==> src/rtl/muldiv_seq_pkg.sv <==
// Shared types and decode helpers for the iterative RV32M multiply/divide sequencer.
package muldiv_seq_pkg;

  typedef enum logic [1:0] {
    ST_IDLE = 2'd0,
    ST_CALC = 2'd1,
    ST_FIX  = 2'd2,
    ST_DONE = 2'd3
  } state_e;

  localparam logic [2:0] FUNC_MUL    = 3'b000;
  localparam logic [2:0] FUNC_MULH   = 3'b001;
  localparam logic [2:0] FUNC_MULHSU = 3'b010;
  localparam logic [2:0] FUNC_MULHU  = 3'b011;
  localparam logic [2:0] FUNC_DIV    = 3'b100;
  localparam logic [2:0] FUNC_DIVU   = 3'b101;
  localparam logic [2:0] FUNC_REM    = 3'b110;
  localparam logic [2:0] FUNC_REMU   = 3'b111;

  function automatic logic rs1_is_signed(input logic [2:0] f3);
    logic s;
    case (f3)
      FUNC_MUL, FUNC_MULH, FUNC_MULHSU, FUNC_DIV, FUNC_REM: s = 1'b1;
      default:                                             s = 1'b0;
    endcase
    return s;
  endfunction

  function automatic logic rs2_is_signed(input logic [2:0] f3);
    logic s;
    case (f3)
      FUNC_MUL, FUNC_MULH, FUNC_DIV, FUNC_REM: s = 1'b1;
      default:                                 s = 1'b0;
    endcase
    return s;
  endfunction

endpackage

==> src/rtl/muldiv_step.sv <==
// One iteration of the magnitude datapath: shift-add for multiply, restoring
// shift-subtract for divide. hi/lo form the double-width working register.
module muldiv_step
  #(parameter int XLEN = 32)
  (
    input  logic            i_is_div,
    input  logic [XLEN-1:0] i_hi,
    input  logic [XLEN-1:0] i_lo,
    input  logic [XLEN-1:0] i_b,
    output logic [XLEN-1:0] o_hi,
    output logic [XLEN-1:0] o_lo
  );

  logic [XLEN:0]   w_addend;
  logic [XLEN:0]   w_sum;
  logic [XLEN:0]   w_shift;
  logic            w_borrow;
  logic [XLEN-1:0] w_diff;

  // Single add-shift or subtract-shift step
  always_comb begin
    w_addend = i_lo[0] ? {1'b0, i_b} : {(XLEN+1){1'b0}};
    w_sum    = {1'b0, i_hi} + w_addend;
    w_shift  = {i_hi, i_lo[XLEN-1]};
    // Remainder stays below the divisor, so a non-borrowing difference fits XLEN bits
    w_borrow = (w_shift < {1'b0, i_b});
    w_diff   = w_shift[XLEN-1:0] - i_b;
    if (i_is_div) begin
      if (w_borrow) begin
        o_hi = w_shift[XLEN-1:0];
      end else begin
        o_hi = w_diff;
      end
      o_lo = {i_lo[XLEN-2:0], ~w_borrow};
    end else begin
      o_hi = w_sum[XLEN:1];
      o_lo = {w_sum[0], i_lo[XLEN-1:1]};
    end
  end

endmodule

==> src/rtl/muldiv_seq.sv <==
// Iterative RV32M multiply/divide sequencer: 1 bit per cycle on operand magnitudes,
// sign correction in FIX, one-cycle o_finish pulse with o_result.
module muldiv_seq
  import muldiv_seq_pkg::*;
  #(
    parameter int XLEN  = 32,
    parameter int CNT_W = 5
  )
  (
    input  logic            i_clk,
    input  logic            i_rst_n,
    input  logic            i_start,
    input  logic [2:0]      i_func3,
    input  logic [XLEN-1:0] i_rs1_data,
    input  logic [XLEN-1:0] i_rs2_data,
    input  logic            i_kill,
    output logic            o_busy,
    output logic            o_finish,
    output logic [XLEN-1:0] o_result
  );

  localparam logic [XLEN-1:0]   LP_ZERO    = {XLEN{1'b0}};
  localparam logic [XLEN-1:0]   LP_ONES    = {XLEN{1'b1}};
  localparam logic [XLEN-1:0]   LP_ONE     = {{(XLEN-1){1'b0}}, 1'b1};
  localparam logic [XLEN-1:0]   LP_MIN_NEG = {1'b1, {(XLEN-1){1'b0}}};
  localparam logic [2*XLEN-1:0] LP_ONE_2X  = {{(2*XLEN-1){1'b0}}, 1'b1};
  localparam logic [CNT_W-1:0]  LP_CNT_0   = {CNT_W{1'b0}};
  localparam logic [CNT_W-1:0]  LP_CNT_1   = {{(CNT_W-1){1'b0}}, 1'b1};
  localparam logic [CNT_W-1:0]  LP_CNT_END = CNT_W'(XLEN-1);

  state_e            r_state;
  state_e            w_state_nxt;
  logic              w_accept;
  logic [CNT_W-1:0]  r_cnt;
  logic [2:0]        r_func3;
  logic              r_neg_a;
  logic              r_neg_b;
  logic [XLEN-1:0]   r_hi;
  logic [XLEN-1:0]   r_lo;
  logic [XLEN-1:0]   r_b;
  logic [XLEN-1:0]   r_result;
  logic              r_finish;

  logic              w_neg_a;
  logic              w_neg_b;
  logic [XLEN-1:0]   w_abs_a;
  logic [XLEN-1:0]   w_abs_b;
  logic              w_special;
  logic [XLEN-1:0]   w_special_res;
  logic [XLEN-1:0]   w_step_hi;
  logic [XLEN-1:0]   w_step_lo;
  logic [2*XLEN-1:0] w_prod;
  logic [XLEN-1:0]   w_quo;
  logic [XLEN-1:0]   w_rem;
  logic [XLEN-1:0]   w_fix_res;

  muldiv_step #(.XLEN(XLEN)) u_step (
    .i_is_div (r_func3[2]),
    .i_hi     (r_hi),
    .i_lo     (r_lo),
    .i_b      (r_b),
    .o_hi     (w_step_hi),
    .o_lo     (w_step_lo)
  );

  // Operand magnitudes, sign flags and early-out detection at accept
  always_comb begin
    w_neg_a       = rs1_is_signed(i_func3) & i_rs1_data[XLEN-1];
    w_neg_b       = rs2_is_signed(i_func3) & i_rs2_data[XLEN-1];
    w_abs_a       = w_neg_a ? (~i_rs1_data + LP_ONE) : i_rs1_data;
    w_abs_b       = w_neg_b ? (~i_rs2_data + LP_ONE) : i_rs2_data;
    w_special     = 1'b0;
    w_special_res = LP_ZERO;
    if (i_func3[2]) begin
      if (i_rs2_data == LP_ZERO) begin
        w_special     = 1'b1;
        w_special_res = i_func3[1] ? i_rs1_data : LP_ONES;
      end else if (!i_func3[0] && (i_rs1_data == LP_MIN_NEG) && (i_rs2_data == LP_ONES)) begin
        w_special     = 1'b1;
        w_special_res = i_func3[1] ? LP_ZERO : LP_MIN_NEG;
      end else begin
        w_special     = 1'b0;
      end
    end else begin
      w_special = 1'b0;
    end
  end

  // Sign correction and result word selection during FIX
  always_comb begin
    w_prod = {r_hi, r_lo};
    if (r_neg_a ^ r_neg_b) begin
      w_prod = ~w_prod + LP_ONE_2X;
      w_quo  = ~r_lo + LP_ONE;
    end else begin
      w_quo  = r_lo;
    end
    // Remainder follows the dividend's sign
    w_rem = r_neg_a ? (~r_hi + LP_ONE) : r_hi;
    case (r_func3)
      FUNC_MUL:                          w_fix_res = w_prod[XLEN-1:0];
      FUNC_MULH, FUNC_MULHSU, FUNC_MULHU: w_fix_res = w_prod[2*XLEN-1:XLEN];
      FUNC_DIV, FUNC_DIVU:               w_fix_res = w_quo;
      FUNC_REM, FUNC_REMU:               w_fix_res = w_rem;
      default:                           w_fix_res = LP_ZERO;
    endcase
  end

  // FSM state register
  always_ff @(posedge i_clk or negedge i_rst_n) begin
    if (!i_rst_n) begin
      r_state <= ST_IDLE;
    end else begin
      r_state <= w_state_nxt;
    end
  end

  // FSM next state, accept decode and busy
  always_comb begin
    w_state_nxt = r_state;
    w_accept    = i_start & ~i_kill & ((r_state == ST_IDLE) | (r_state == ST_DONE));
    o_busy      = w_accept | (r_state == ST_CALC) | (r_state == ST_FIX);
    case (r_state)
      ST_IDLE, ST_DONE: begin
        if (w_accept) begin
          w_state_nxt = w_special ? ST_DONE : ST_CALC;
        end else begin
          w_state_nxt = ST_IDLE;
        end
      end
      ST_CALC: begin
        if (i_kill) begin
          w_state_nxt = ST_IDLE;
        end else if (r_cnt == LP_CNT_END) begin
          w_state_nxt = ST_FIX;
        end else begin
          w_state_nxt = ST_CALC;
        end
      end
      ST_FIX: begin
        if (i_kill) begin
          w_state_nxt = ST_IDLE;
        end else begin
          w_state_nxt = ST_DONE;
        end
      end
      default: w_state_nxt = ST_IDLE;
    endcase
  end

  // Operand latch and iteration datapath
  always_ff @(posedge i_clk or negedge i_rst_n) begin
    if (!i_rst_n) begin
      r_cnt   <= LP_CNT_0;
      r_func3 <= 3'b000;
      r_neg_a <= 1'b0;
      r_neg_b <= 1'b0;
      r_hi    <= LP_ZERO;
      r_lo    <= LP_ZERO;
      r_b     <= LP_ZERO;
    end else if (w_accept) begin
      r_cnt   <= LP_CNT_0;
      r_func3 <= i_func3;
      r_neg_a <= w_neg_a;
      r_neg_b <= w_neg_b;
      r_hi    <= LP_ZERO;
      r_lo    <= w_abs_a;
      r_b     <= w_abs_b;
    end else if ((r_state == ST_CALC) && !i_kill) begin
      r_cnt   <= r_cnt + LP_CNT_1;
      r_hi    <= w_step_hi;
      r_lo    <= w_step_lo;
    end else begin
      r_cnt   <= LP_CNT_0;
    end
  end

  // Registered result and finish pulse
  always_ff @(posedge i_clk or negedge i_rst_n) begin
    if (!i_rst_n) begin
      r_result <= LP_ZERO;
      r_finish <= 1'b0;
    end else begin
      r_finish <= (w_state_nxt == ST_DONE);
      if (w_accept && w_special) begin
        r_result <= w_special_res;
      end else if ((r_state == ST_FIX) && !i_kill) begin
        r_result <= w_fix_res;
      end else begin
        r_result <= r_result;
      end
    end
  end

  assign o_finish = r_finish;
  assign o_result = r_result;

endmodule
==> config.mk <==
export PLATFORM = sky130hd
export DESIGN_NAME = muldiv_seq
export DESIGN_NICKNAME = d
export VERILOG_FILES = /design/src/rtl/muldiv_seq_pkg.sv /design/src/rtl/muldiv_step.sv /design/src/rtl/muldiv_seq.sv
export SDC_FILE = /design/constraint.sdc
export NUM_CORES = 1
export LEC_CHECK = 0
export CORE_AREA = 2 2 107 213
export DETAILED_ROUTE_END_ITERATION = 10
export DIE_AREA = 0 0 109 215
export GPL_ROUTABILITY_DRIVEN = 1
export MAX_ROUTING_LAYER = met4
export PLACE_DENSITY = 0.87
export SLEW_MARGIN = 20
export SYNTH_ARGS = -nofsm -noshare
export SYNTH_HDL_FRONTEND = slang
export SYNTH_SLANG_ARGS = --single-unit
export TNS_END_PERCENT = 100
==> constraint.sdc <==
create_clock -name i_clk -period 7.2 [get_ports i_clk]
set_input_delay 2.16 -clock i_clk [delete_from_list [all_inputs] [get_ports i_clk]]
set_output_delay 2.16 -clock i_clk [all_outputs]
set_load 0.1 [all_outputs]
# Word-level counts from Yosys, hierarchy flattened
# Cells that the tools add are included.
# totals
register_bits,141
in_bits,71
wordCells,105
# classes
add_sub_neg,8
magnitude_cmp,1
eq_ne,18
mux,34
n_bitwise,15
n_reduce_logical,19
# ops
operator,count
two-way mux 32 bit,19
"adder 32 x 1 -> 32 bit, second input constant",4
NOT 32 bit,4
case mux 32 bit (4 select lines),1
"adder 64 x 1 -> 64 bit, second input constant",1
"equality test 32 bit, second input constant",2
two-way mux 64 bit,1
NOT 64 bit,1
adder 32 x 33 -> 33 bit,1
less-than comparator 33 x 32 -> 1 bit,1
zero test 32 bit,1
subtractor 32 bit,1
"equality test 3 bit, second input constant",6
two-way mux 2 bit,5
two-way mux 5 bit,2
"equality test 3 x 2 -> 1 bit, second input constant",3
"equality test 2 bit, second input constant",3
"equality test 3 x 1 -> 1 bit, second input constant",2
zero test 3 bit,2
case mux 2 bit (3 select lines),1
OR reduction 2 bit,3
"adder 5 x 1 -> 5 bit, second input constant",1
"equality test 5 bit, second input constant",1
logical AND 1 bit,5
other kinds (12),24

# Longest topological paths before layout
# Gate-level depths: netlist of run 1.
# depth
word_depth,10
mapped_depth,15

# Hierarchy
# A second synthesis of run 1 with hierarchy kept.
# unflattened
hier_cells,2010
area_unflattened_um2,15130.8
# modules_own_cells
module,n_inst,cells_each,area_each_um2,seq_area_each_um2
muldiv_seq,1,1321,10453.8,3528.4
muldiv_step,1,689,4677.0,0.0

# Worst setup path after synthesis of run 1
# OpenSTA, ideal clock, no wires.
# synth_path
path_kind,input -> output
start,in i_kill
end,out o_busy
t_arrival_ns,3.209
required_ns,5.040
setup_slack_ns,1.831
stages,3
cell_sequence,and3b_1 -> clkbuf_1 -> or3_1
# synth_via
elab_chain_len,5
# synth_lines
element,line,text
"start, declared",muldiv_seq.sv:16,"input logic i_kill,"
NOT 1 bit,muldiv_seq.sv:121,w_accept = i_start & ~i_kill & ((r_state == ST_IDLE) | (r_state == ST_DONE));
AND 1 bit (2 in series),muldiv_seq.sv:121,
OR 1 bit (2 in series),muldiv_seq.sv:122,o_busy = w_accept | (r_state == ST_CALC) | (r_state == ST_FIX);
"end, declared",muldiv_seq.sv:17,"output logic o_busy,"
# No other way between the ends.

# Worst setup path after layout of run 1
# Ends and elaborated chain as after synthesis.

==> out/results.txt, run 1 <==
Post-synthesis cell area = 14200 um^2
Dpl cells = 2159
Initial core utilization = 65.0%
CP Data Required Time = 5.04 ns
Area delta synth->final = 12.1%
Max Clk Rate = 177 MHz
Flop2flop setup slack = 2.79 ns
Layout cells sized above 1 = 4.23%
Num CTS Buffers = 17
Depth of the most critical reg-to-reg path = 12
Final ANT Viol Nets = 0
Post-synth top cells = o21ai_0 (206), nand2_1 (198), nor2_1 (193)
Ys async rst share = 100%
Hold Crit Endpoint = r_cnt[0]
Nets = 2049
Core Area = 21900 um^2
Largest net degree at the start of global routing = 119
Count leader, synth = o21ai_0
Slowest-stage cell, CP = clkdlybuf4s50_1
Worst VDD drop = 0.227 mV
Setup TNS Final = 0 ns
Synthesized Nets = 2034
Crit Path Max Fanout = 6
Clk_skew = 0.0146 ns
Global-route wire length before repair = 74100 um
Die Y = 215 um
Routability cong. = 1.04
Final setup violation count = 0
Mean Syn Cell Area = 7.53 um^2
Final hold violations = 0
Max Cap Viol = 0
Status = finished, final reports clean
Register area share after synthesis = 24.8%
Post-CTS setup buffers = 0
H-Tree Depth = 4
Worst hold path type = flip-flop to flip-flop
Vias in the first global route = 14200
Yosys reg bits = 141
Total GRT Usage = 41.6%
Worst-Skew Late Latency = 0.46 ns
Power Total = 0.00369 W
Initial antenna violation count = 0
CP max stage delay = 0.59 ns
Final Critical Period = 5.66 ns
Finished Layout Cells = 2192
Synth top area share = 24.8%
Element type at the critical path end = output pin
Avg WL per Cell = 21.4 um
Setup crit start kind = primary input
Area contributors post-synth = dfrtp_1 (25%), o21ai_0 (7.3%), ha_1 (6.4%), xnor2_1 (6.1%), xor2_1 (5.9%)
DRC viols = 0
Crit Path Class = primary input to output pin
Post-Syn Instances = 1888
FF-to-FF Start = r_lo[0]
Worst flop-to-flop path endpoint = r_hi[24]
Main synth FF type = dfrtp_1
Root buffer cell = clkbuf_16
Pins over their slew limit = 0
Worst-path clk slew = 0.06 ns
Port bufs = 104
HPWL after DPL = 33800 um
CTS max path bufs = 2
Pre-Repair DR Iteration Count = 7
Largest area contributor in the netlist = dfrtp_1
Hold_buf cts = 0
Rel. slew slack = 28.3%
# diodes = 0
Fin crit share = 78.7%
Detailed Route Iter0 Violations = 1975
Cts repair resizes = 0
Hold Startpoint = r_cnt[0]
Post-synth cell types = 81
Num ports = 105
Post-Route WL = 46900 um
GR Overflow Total = 0
Vias post-DR = 15100
YS warnings = 0
Pwr per Cell Area = 231 nW/um^2
Worst Tran Pin Value = 1.08 ns
# fillers = 1797
Critical-path cell list = clkdlybuf4s50_1 -> and3b_1 -> or3_1 -> buf_4
Number of synthesized flops with an enable pin = 0
CTS tree = yes
Worst EP arrival = 3.50 ns
Leakage power = 6.84 nW
Clk sink count = 141
Die width = 109 um
Site row count = 77
Hold depth = 1
RSZ-0062 raised after global routing = no
Via density per instance = 6.90
Die area = 23400 um^2
cells in the final DEF, fill, tap and decap left out, types with 24 or more instances in the layout:
master / Yosys / final
ha_1: 73 / 73
nor2_1: 193 / 192
nand2_1: 198 / 198
o21ai_0: 206 / 206
nor3_1: 40 / 40
o211ai_1: 47 / 47
dfrtp_1: 141 / 140
a21oi_1: 139 / 138
clkdlybuf4s50_1: 0 / 102
xnor2_1: 99 / 98
xor2_1: 96 / 95
mux2i_1: 41 / 41
a21o_1: 29 / 29
o31ai_1: 24 / 24
nand3_1: 27 / 27
inv_1: 61 / 61
flip-flops by register name (all words and copies together) (netlist names):
name      flops
o_result     32
r_b          32
r_hi         32
r_lo         32
r_cnt         5
r_func3       3
r_state       2
o_finish      1
r_neg_a       1
r_neg_b       1
report_power, final:
group / internal [W] / switching (W)
Clock: 0.000571 / 0.000362
Combinational: 0.000647 / 0.00104
Sequential: 0.000887 / 0.000185
critical path, delay by kind of cell:
family	cells	cell delay, ns
buffers and inverters	2	0.83
and+or+nand+nor	2	0.51
worst max path at each step:
stage	start	end	slack [ns]	depth (start not counted)
floorplan	i_kill	o_busy	1.83	3
global placement	i_rs2_data[17]	o_result[23]	1.25	11
detailed placement	i_rs2_data[17]	o_result[23]	1.18	11
CTS	i_kill	o_busy	1.54	4
global route	i_rs2_data[17]	o_result[23]	1.44	11
finish	i_kill	o_busy	1.54	4
logic make-up (layout without fill, tap and decap cells):
group | Yosys count | after routing | synth area share, %
compound gates | 629 | 629 | 28.2
xor+xnor | 195 | 195 | 12.0
fa+ha+maj | 75 | 75 | 6.71
buf+inv | 191 | 219 | 5.12
flops | 141 | 141 | 24.8
mux | 41 | 41 | 2.89
simple gates | 616 | 616 | 20.3
stage by stage:
step                      util [%]  setup slack (ns)  hold WS (ns)  area [um^2]
after floorplan                  -              1.83         0.433        14200
after global placement        70.0              1.25         0.445        15300
after detailed placement      70.0              1.18         0.461        15300
after CTS                     72.8              1.54         0.468        15900
after global routing          72.9              1.44         0.511        15900
final                         72.9              1.54         0.468        15900
final cells by class:
type                    count  area, um^2  share of cell area [%]
clock buffers              22         474                    2.98
multi-input cells        1556       10000                    62.8
inverters                  62         233                    1.46
clock inverters            10         136                   0.856
well taps                 276         345                    2.17
flip-flops and latches    141        3530                    22.1
repair buffers            125        1210                    7.59
metal layers:
layer / up-vias / track usage [%] / wire, um / part of all wire, %
met1: 7066 / 50.6 / 17800 / 38
met5: - / - / 0 / 0
met3: 233 / 8.16 / 4210 / 9.0
met2: 906 / 62.2 / 21500 / 46
met4: 0 / 26.2 / 3410 / 7.3
li1: 6914 / - / - / -
Power figures use the tool's default switching activity.
==> run 2, diff against run 1 <==
--- a/config.mk
+++ b/config.mk
@@ -5,12 +5,12 @@
 export SDC_FILE = /design/constraint.sdc
 export NUM_CORES = 1
 export LEC_CHECK = 0
-export CORE_AREA = 2 2 107 213
+export CORE_AREA = 2 2 111 221
 export DETAILED_ROUTE_END_ITERATION = 10
-export DIE_AREA = 0 0 109 215
+export DIE_AREA = 0 0 113 223
 export GPL_ROUTABILITY_DRIVEN = 1
 export MAX_ROUTING_LAYER = met4
-export PLACE_DENSITY = 0.87
+export PLACE_DENSITY = 0.82
 export SLEW_MARGIN = 20
 export SYNTH_ARGS = -nofsm -noshare
 export SYNTH_HDL_FRONTEND = slang
==> constraint.sdc (replaced) <==
create_clock -name i_clk -period 5.4 [get_ports i_clk]
set_input_delay 1.62 -clock i_clk [delete_from_list [all_inputs] [get_ports i_clk]]
set_output_delay 1.62 -clock i_clk [all_outputs]
set_load 0.1 [all_outputs]
==> run 2 against run 1 <==
Net effect:
- the run now ends with DRC left
- register-to-register slack worse by 1.3 ns
- hold slack about the same
- global-route usage down 3.3 points
- critical path type is now primary input to flip-flop
- sequential power up 35%
- clock-buffer cell count down 2
- wire length up 1.1%
- final cell count up 0.82%
- largest power group unchanged
- combinational power up 33%
- setup slack worse by 0.85 ns
- flip-flop and latch count unchanged
- core utilization down 5.1 points
- critical endpoint is now o_result[0]
==> out/results.txt, run 2 (same netlist as run 1, synthesis figures left out) <==
Status = finished with violations
Failing checks = DRC
Pins over their slew limit = 0 (unchanged)
Clk sink count = 141 (unchanged)
CTS tree = yes
Element type at the critical path end = flip-flop
Final Critical Period = 4.72 ns
Initial antenna violation count = 0 (unchanged)
Setup crit start kind = primary input
# fillers = 2083 (+16%)
Critical-path cell list = clkdlybuf4s50_1 -> or4_1 -> nor4_2 -> or3b_2 -> nor4b_4 -> o21ba_2 -> and2_1 -> a22oi_1 -> o21ai_0
DRC viols = 2 (+2)
Final ANT Viol Nets = 0 (unchanged)
GR Overflow Total = 0 (unchanged)
Critical Path Source = i_rs2_data[17]
Post-CTS setup buffers = 0 (unchanged)
Detailed Route Iter0 Violations = 1740 (-12%)
Die area = 25200 um^2 (+7.5%)
Worst hold path type = flip-flop to flip-flop
Nets = 2057 (+0.39%)
Routability cong. = 1.03 (-1.0%)
Layout cells sized above 1 = 4.63% (+0.40 points)
Via density per instance = 6.72 (-2.5%)
Clk_skew = 0.0104 ns (-0.00414 ns)
Core Area = 23600 um^2 (+8.0%)
Final worst-path setup slack = 0.683 ns (-0.853 ns)
Max Clk Rate = 212 MHz
Num ports = 105 (unchanged)
HPWL after DPL = 34600 um (+2.5%)
Vias post-DR = 14900 (-1.7%)
Pwr per Cell Area = 304 nW/um^2 (+31%)
Worst Tran Pin Value = 1.03 ns (-0.0459 ns)
Die Y = 223 um (+3.7%)
Worst EP arrival = 5.04 ns (+1.54 ns)
Cts repair resizes = 0 (unchanged)
Worst-Skew Late Latency = 0.46 ns (about the same)
Site row count = 80 (+3.9%)
CTS max path bufs = 2 (unchanged)
Pre-Repair DR Iteration Count = 11 (+4)
Root buffer cell = clkbuf_16
RSZ-0062 raised after global routing = no
Global-route wire length before repair = 74500 um (+0.59%)
# diodes = 0 (unchanged)
Total GRT Usage = 38.3% (-3.3 points)
Post-Place Worst Slack = 0.255 ns (-0.924 ns)
Max Cap Viol = 0 (unchanged)
Commonest non-fill, non-tap cell in the layout = o21ai_0
Vias in the first global route = 13800 (-2.6%)
H-Tree Depth = 4 (unchanged)
Hold Startpoint = r_cnt[0]
Initial core utilization = 60.2% (-4.8 points)
Die width = 113 um (+3.7%)
Commonest cells after routing, fill and taps aside = o21ai_0 (206), nand2_1 (198), nor2_1 (191)
Fin crit share = 87.4%
Largest net degree at the start of global routing = 119 (unchanged)
Rel. slew slack = 31.3% (+3.0 points)
Hold slack = 0.469 ns (+0.000486 ns)
FF-to-FF Start = r_lo[0]
Post-Route WL = 47400 um (+1.1%)
Leakage power = 6.87 nW (+0.50%)
Hold_buf cts = 0 (unchanged)
Area delta synth->final = 12.6%
Num CTS Buffers = 17 (unchanged)
Final setup violation count = 0 (unchanged)
Port bufs = 104 (unchanged)
Crit Path Max Fanout = 25 (+19)
Setup TNS Final = 0 ns (unchanged)
CP Data Required Time = 5.72 ns (+0.68 ns)
Final hold violations = 0 (unchanged)
Avg WL per Cell = 21.4 um (+0.29%)
Crit Path Class = primary input to flip-flop
Worst-path clk slew = 0.06 ns (about the same)
CP max stage delay = 0.64 ns (+0.05 ns)
Slowest-stage cell, CP = or4_1
Worst VDD drop = 0.240 mV (+5.6%)
-- run 2: changes by cell type in the layout (fill, tap and decap cells not counted), moves of 2 or more --
cell | before | now
buf_4 | 21 | 28
clkinvlp_4 | 3 | 1
clkinv_4 | 0 | 3
clkinv_2 | 3 | 5
-- run 2: layout make-up --
class | count | area (um^2) | share of cell area, %
multi-input cells | 1556 | 10000 | 62.6
flip-flops and latches | 141 | 3530 | 22.1
repair buffers | 133 | 1290 | 8.06
clock buffers | 20 | 457 | 2.85
well taps | 287 | 359 | 2.24
inverters | 62 | 233 | 1.45
clock inverters | 11 | 119 | 0.743
-- run 2: worst paths after layout --
check / cells after the start / slack (ns) / end
setup / recovery: 9 / 0.68 / o_result[0]
hold / removal: 1 / 0.47 / r_cnt[0]
setup reg to reg: 14 / 1.45 / r_hi[24]
hold reg to reg: 1 / 0.47 / r_cnt[0]
max in group asynchronous: 2 / 3.23 / r_b[31]
min in group asynchronous: 1 / 1.18 / r_hi[8]
-- run 2: layer usage --
| layer | global-route usage [%] | part of all wire [%] |
|---|---|---|
| met1 | 48.1 | 39 |
| met5 | - | 0 |
| met3 | 6.57 | 9.0 |
| met4 | 23.2 | 6.9 |
| met2 | 57.4 | 45 |
-- run 2: report_power, final --
group	internal (W)	switching [W]
Sequential	0.00118	0.000258
Combinational	0.000869	0.00136
Clock	0.000697	0.000495
Total	0.00275	0.00211
-- run 2: worst max-delay path: cells and delay by family --
family / cells / cell delay (ns)
AO/OA/AOI/OAI: 3 / 0.73
AND/OR/NAND/NOR: 5 / 2.18
buffers and inverters: 1 / 0.50
-- run 2: stage by stage --
stage	total power [W]	util, %	instance area [um^2]	std cells
2_1_floorplan	0.00296	-	14200	1888
3_3_place_gp	0.00357	65.2	15400	2178
3_5_place_dp	0.00359	65.2	15400	2178
4_1_cts	0.00478	67.6	16000	2209
5_1_grt	0.00510	67.8	16000	2210
6_report	0.00486	67.8	16000	2210
